[src/rtl/sm_fixed_pkg.sv]
// Shared definitions for the sign-magnitude fixed-point datapath.
// Word layout: bit N is the sign, bits N-1:0 are the magnitude with FRAC
// fractional bits (default Q7.8 in a 16-bit word).
// Optional build macro: SM_DIVIDE_ROUND_EN adds the ROUND state to the
// divider state enum.
package sm_fixed_pkg;

    localparam int SM_N    = 15;
    localparam int SM_FRAC = 8;

    typedef logic [SM_N:0] sm_word_t;

    localparam logic [SM_N-1:0] SM_MAX_MAG = '1;

    typedef enum logic [1:0] {
        ST_IDLE,
        ST_CALC,
`ifdef SM_DIVIDE_ROUND_EN
        ST_ROUND,
`endif
        ST_DONE
    } sm_div_state_t;

    // Magnitude field of a sign-magnitude word; negative zero maps to 0.
    function automatic logic [SM_N-1:0] sm_abs(input sm_word_t w);
        return w[SM_N-1:0];
    endfunction

endpackage

[src/rtl/sm_div_step.sv]
// One restoring-division iteration (combinational).
// Ports:
//   rem      - current partial remainder, always < divisor
//   bit_in   - next dividend bit shifted into the remainder
//   divisor  - divisor magnitude
//   rem_next - updated partial remainder
//   q_bit    - quotient bit produced by this iteration
module sm_div_step #(
    parameter int N = 15
) (
    input  logic [N-1:0] rem,
    input  logic         bit_in,
    input  logic [N-1:0] divisor,
    output logic [N-1:0] rem_next,
    output logic         q_bit
);

    logic [N:0] shifted;
    logic [N:0] diff;

    assign shifted = {rem, bit_in};
    assign diff    = shifted - {1'b0, divisor};
    assign q_bit   = (shifted >= {1'b0, divisor});
    // Both candidates are below the divisor, so they fit in N bits.
    assign rem_next = q_bit ? N'(diff) : N'(shifted);

endmodule

[src/rtl/sm_divide_seq.sv]
// Sequential sign-magnitude fixed-point divider, one quotient bit per clock.
// quotient = sign(A^B) * floor((|A| << FRAC) / |B|), saturated to 2^N-1.
// Optional build macro: SM_DIVIDE_ROUND_EN adds a ROUND cycle that rounds
// the magnitude half-up instead of truncating.
// Ports:
//   clk, rst_n        - clock, asynchronous active-low reset
//   start             - request a division (sampled only in IDLE)
//   dividend, divisor - sign-magnitude operands, sampled with start
//   busy              - operation in progress (CALC/ROUND/DONE)
//   done              - one-cycle pulse when quotient is valid
//   quotient          - sign-magnitude result, held until next completion
//   div_by_zero       - set with done when |divisor| == 0
module sm_divide_seq
    import sm_fixed_pkg::*;
#(
    parameter int N    = SM_N,
    parameter int FRAC = SM_FRAC
) (
    input  logic         clk,
    input  logic         rst_n,
    input  logic         start,
    input  logic [N:0]   dividend,
    input  logic [N:0]   divisor,
    output logic         busy,
    output logic         done,
    output logic [N:0]   quotient,
    output logic         div_by_zero
);

    localparam int QW = N + FRAC;
    localparam int CW = $clog2(QW);
    localparam logic [CW-1:0] CNT_LAST = CW'(QW - 1);
    localparam logic [N-1:0]  MAX_MAG  = '1;
`ifdef SM_DIVIDE_ROUND_EN
    // The final quotient bit lands in qacc before ROUND reads it.
    localparam int QAW = QW;
`else
    // The final quotient bit is taken straight from the step logic.
    localparam int QAW = QW - 1;
`endif

    sm_div_state_t state, state_nxt;

    logic [N-1:0]   mag_a, mag_b, rem;
    logic           sign;
    logic [QAW-1:0] qacc;
    logic [CW-1:0]  cnt;

    logic           load, step, res_load, res_dbz, res_sign;
    logic [N-1:0]   res_mag;
    logic [QW-1:0]  stream, q_final;
    logic [N-1:0]   step_rem, mag_sat;
    logic           step_q;

    // Dividend stream: |A| followed by FRAC zeros, consumed MSB first.
    assign stream = {mag_a, {FRAC{1'b0}}};

    sm_div_step #(.N(N)) u_step (
        .rem      (rem),
        .bit_in   (stream[cnt]),
        .divisor  (mag_b),
        .rem_next (step_rem),
        .q_bit    (step_q)
    );

`ifdef SM_DIVIDE_ROUND_EN
    assign q_final = qacc;
`else
    assign q_final = {qacc, step_q};
`endif

    assign mag_sat = (|q_final[QW-1:N]) ? MAX_MAG : q_final[N-1:0];

`ifdef SM_DIVIDE_ROUND_EN
    logic         round_up;
    logic [N-1:0] mag_rnd;
    // Half-up: remainder/|B| >= 1/2  <=>  2*rem >= |B|.
    assign round_up = ({rem, 1'b0} >= {1'b0, mag_b});
    assign mag_rnd  = (round_up && mag_sat != MAX_MAG) ? mag_sat + 1'b1 : mag_sat;
`endif

    always_ff @(posedge clk or negedge rst_n) begin
        if (!rst_n) state <= ST_IDLE;
        else        state <= state_nxt;
    end

    always_comb begin
        state_nxt = state;
        busy      = 1'b0;
        done      = 1'b0;
        load      = 1'b0;
        step      = 1'b0;
        res_load  = 1'b0;
        res_dbz   = 1'b0;
        res_mag   = mag_sat;
        res_sign  = sign;
        case (state)
            ST_IDLE: begin
                if (start) begin
                    load = 1'b1;
                    if (divisor[N-1:0] == '0) begin
                        // Divide by zero skips CALC; sign comes from the
                        // inputs because the sign register loads this edge.
                        state_nxt = ST_DONE;
                        res_load  = 1'b1;
                        res_dbz   = 1'b1;
                        res_mag   = MAX_MAG;
                        res_sign  = dividend[N] ^ divisor[N];
                    end else begin
                        state_nxt = ST_CALC;
                    end
                end
            end
            ST_CALC: begin
                busy = 1'b1;
                step = 1'b1;
                if (cnt == '0) begin
`ifdef SM_DIVIDE_ROUND_EN
                    state_nxt = ST_ROUND;
`else
                    state_nxt = ST_DONE;
                    res_load  = 1'b1;
`endif
                end
            end
`ifdef SM_DIVIDE_ROUND_EN
            ST_ROUND: begin
                busy      = 1'b1;
                state_nxt = ST_DONE;
                res_load  = 1'b1;
                res_mag   = mag_rnd;
            end
`endif
            ST_DONE: begin
                busy      = 1'b1;
                done      = 1'b1;
                state_nxt = ST_IDLE;
            end
            default: state_nxt = ST_IDLE;
        endcase
    end

    always_ff @(posedge clk or negedge rst_n) begin
        if (!rst_n) begin
            mag_a       <= '0;
            mag_b       <= '0;
            sign        <= 1'b0;
            rem         <= '0;
            qacc        <= '0;
            cnt         <= '0;
            quotient    <= '0;
            div_by_zero <= 1'b0;
        end else begin
            if (load) begin
                mag_a <= dividend[N-1:0];
                mag_b <= divisor[N-1:0];
                sign  <= dividend[N] ^ divisor[N];
                rem   <= '0;
                qacc  <= '0;
                cnt   <= CNT_LAST;
            end else if (step) begin
                rem  <= step_rem;
                qacc <= {qacc[QAW-2:0], step_q};
                cnt  <= cnt - CW'(1);
            end
            if (res_load) begin
                // A zero magnitude never carries a sign.
                quotient    <= {res_sign & (|res_mag), res_mag};
                div_by_zero <= res_dbz;
            end
        end
    end

endmodule

[config.mk]
export PLATFORM = sky130hd
export DESIGN_NAME = sm_divide_seq
export DESIGN_NICKNAME = d
export VERILOG_FILES = /design/src/rtl/sm_fixed_pkg.sv /design/src/rtl/sm_div_step.sv /design/src/rtl/sm_divide_seq.sv
export SDC_FILE = /design/constraint.sdc
export NUM_CORES = 1
export LEC_CHECK = 0
export CAP_MARGIN = 20
export CORE_MARGIN = 5
export CORE_UTILIZATION = 26
export CTS_BUF_LIST = sky130_fd_sc_hd__clkbuf_4 sky130_fd_sc_hd__clkbuf_8 sky130_fd_sc_hd__clkbuf_16
export CTS_CLUSTER_SIZE = 16
export DETAILED_ROUTE_END_ITERATION = 6
export GPL_TIMING_DRIVEN = 1
export PLACE_DENSITY = 0.47
export SYNTH_ARGS = -nofsm -noshare
export SYNTH_HDL_FRONTEND = slang
export SYNTH_SLANG_ARGS = --single-unit
[constraint.sdc]
create_clock -name clk -period 6.7 [get_ports clk]
set_clock_uncertainty 0.1 [all_clocks]
set_input_delay 1.005 -clock clk [delete_from_list [all_inputs] [get_ports clk]]
set_output_delay 1.005 -clock clk [all_outputs]
set_load 0.03 [all_outputs]
==> results.md <==
* Most common cell in the netlist: dfrtp_1
* Die width at 147.0 um
* Post-Syn Nets at 562
* Multi-input gate area in the final layout at 0.002326 mm2
* DRC violations left at 0
* Via count at 3726
* Synth warnings at 0
* Seq pwr share at 30.4%
* Worst EP arrival at 4.21 ns
* Top cells by count, synth: dfrtp_1, nand2_1, nor2_1, o21ai_0, mux2i_1
* Post-synth top area share at 47.20%
* Initial core utilization at 26.25%
* Die Area at 0.02160 mm2
* Hold_sp: mag_a[1]$_DFFE_PN0P_
* Clock Tree Buf Depth at 2
* Cell area after synthesis at 0.004877 mm2
* Reg2reg start: cnt[2]$_DFFE_PN0P_
* Primary FF master, synth: dfrtp_1
* Psw at 1.124 mW
* Area Growth Syn to Fin at 20.75%
* Req. time, crit path at 6.88 ns
* Hold endpoint: mag_a[1]$_DFFE_PN0P_
* Gr usage total at 11.34%
* RSZ-0062 raised after global routing: no
* Register area at 0.002302 mm2
* Final hold slack at 0.3792 ns
* Int Power at 1.518 mW
* H-tree Lvls at 3
* # rows at 50
* # Post-CTS Setup Buffers at 0
* Synth area leaders: dfrtp_1, mux2i_1, nand2_1
* Die Height at 147.0 um
* Min-delay worst type: flop to flop
* Power Density at 448.7 mW/mm2
* Distinct cells, synth at 63
* Total wire length at 11700 um
* Crit Path Max Fanout at 25
* Port Buffers at 53
* Worst R2R Setup Slack at 2.68 ns
* Run status: finished clean
* FF-to-FF path depth at 14
* Core box area at 0.01858 mm2
* DR iter-0 viols at 223
* Nets at 603
* CP Launch Point: cnt[2]$_DFFE_PN0P_
* Fillers at 1900
* DP Wirelength at 7954 um
* Hold depth at 2
* Clk slew on worst S/H paths at 0.07 ns
* # clock sinks at 92
* # resized after CTS at 0
* Register area share after synthesis at 47.20%
* Cell taking the most area after synthesis: dfrtp_1
* Grt total ovfl at 0
* Post-route ant nets at 0
* Insertion delay to the later sink of the worst-skew pair at 0.35 ns
* Max cap viols at 0
* Setup crit end kind: flop
* Clk pwr share at 18.8%
* Setup violations, final at 0
* TritonCTS Buffers at 9
* Number of synthesized flops with an enable pin at 0
* Slew HR at 37.11%
* Hold Violations, Final at 0
* Reg2reg end: rem[14]$_DFFE_PN0P_
* CTS tree: done
* Maximum clock rate at 248.5 MHz
* Final Total Pwr at 2.643 mW
* #FFs+latches synth at 92
* ANT cells at 0
* Syn avg cell area at 9.639 um2
* Gpl congestion at 0.8095
* Share of layout cells above drive strength 1 at 6.884%
* CP startpoint kind: flop
* Final min period at 4.024 ns
* Routed WL per cell at 14.89 um
* Setup TNS at 0 ns
* Combinational Power Share at 50.9%
* First-pass GRT wire length at 20030 um
* Antenna violations before repair at 0
* Cells after Synth at 506
* Vias per cell at 4.740
* Largest net degree at the start of global routing at 80
* Final Cycle Share at 60.07%
* Slew @ Worst Pin at 0.9434 ns
* Num ports at 54
* Pins Over Slew Limit at 0
* Switching share of power at 42.54%
* Kind of critical path: flop to flop
* Post-CTS Hold Fix Bufs at 0
* Maximum VDD drop at 0.0001412 V
* TritonRoute pass-1 iters at 4
* LEAKAGE at 2.607 nW
* Number of global-route vias before repair at 3991
* Root Buffer: clkbuf_16
* Synth async-reset ratio at 100.0%
layer usage:
metal,share of wire (%),vias up,global-route usage (%),wire length [um]
li1,-,1847,-,-
met1,49,1796,15.58,5711
met2,45,69,17.52,5276
met3,4.3,14,2.406,500
met4,1.8,0,4.473,212
met5,0,-,0,0
flip-flops by register name, indices dropped and copies added (netlist names):
signal       count
div_by_zero      1
mag_b           15
sign             1
qacc            22
mag_a           15
rem             15
quotient        16
state            2
cnt              5
cell usage in the layout (no fill, tap or decap), drive strengths merged, types with 5 or more instances in the layout:
master,Yosys,final
a211oi,5,5
a21oi,20,20
buf,13,6
clkbuf,15,9
clkdlybuf4s50,0,52
dfrtp,92,92
ha,20,20
inv,27,32
mux2i,33,33
nand2,86,86
nand2b,8,8
nand3,10,10
nor2,38,38
nor3,9,9
nor4,7,7
o21ai,41,41
o22a,14,14
xnor2,9,9
how the worst max path moves through the flow:
stage                           to  cells past startpoint
6_report       rem[14]$_DFFE_PN0P_                     14
4_1_cts        rem[14]$_DFFE_PN0P_                     14
2_1_floorplan  rem[14]$_DFFE_PN0P_                     14
3_5_place_dp   rem[14]$_DFFE_PN0P_                     14
3_3_place_gp   rem[14]$_DFFE_PN0P_                     14
5_1_grt        rem[14]$_DFFE_PN0P_                     14
power by group through the flow:
stage	registers, mW	clock network (mW)	logic [mW]
final	0.802	0.496	1.34
after CTS	0.805	0.513	1.35
after global placement	0.817	0	1.31
after global routing	0.824	0.532	1.51
after detailed placement	0.816	0	1.33
after floorplan	0.769	0	1.11
critical path, stage by stage, from the launching register on:
cell and delay [ns]:
dfrtp_1 0.51, nor2b_1 0.17, a2111oi_0 0.08, a31oi_1 0.17, nand3_1 0.10, o31a_1 0.27, ha_1 0.22, fa_1 0.40
nand2b_1 0.19, a21oi_2 0.16, a41oi_1 0.08, o21bai_1 0.20, a21o_1 0.77, o311ai_0 0.36, a21oi_2 0.18
cell families (layout without fill, tap and decap cells):
logic type      after synthesis  count (layout)  synth area share [%]
compound gates              111             111                 15.42
xor+xnor                     12              12                 2.155
fa+ha+maj                    21              21                 5.541
buf+inv                      55             101                 5.182
flops                        92              92                 47.20
mux                          35              35                 7.542
simple gates                180             180                 16.96
layout make-up:
| type | instances | area share (%) |
|---|---|---|
| multi-input combinational | 359 | 39.49 |
| sequential | 92 | 39.09 |
| clock buffer | 9 | 3.824 |
| timing repair buffer | 58 | 9.943 |
| tap | 234 | 4.971 |
| inverter | 27 | 1.721 |
| clock inverter | 7 | 0.9560 |
through the flow:
stage	instance area [um2]	std cells	utilization (%)	worst slack [ns]
3_3_place_gp	5580	769	30.03	2.869
6_report	5889	786	31.70	2.676
3_5_place_dp	5580	769	30.03	2.715
5_1_grt	5889	786	31.70	2.272
4_1_cts	5862	785	31.55	2.636
2_1_floorplan	4877	506	-	3.673
No activity file was read; power rests on OpenSTA's default activity.
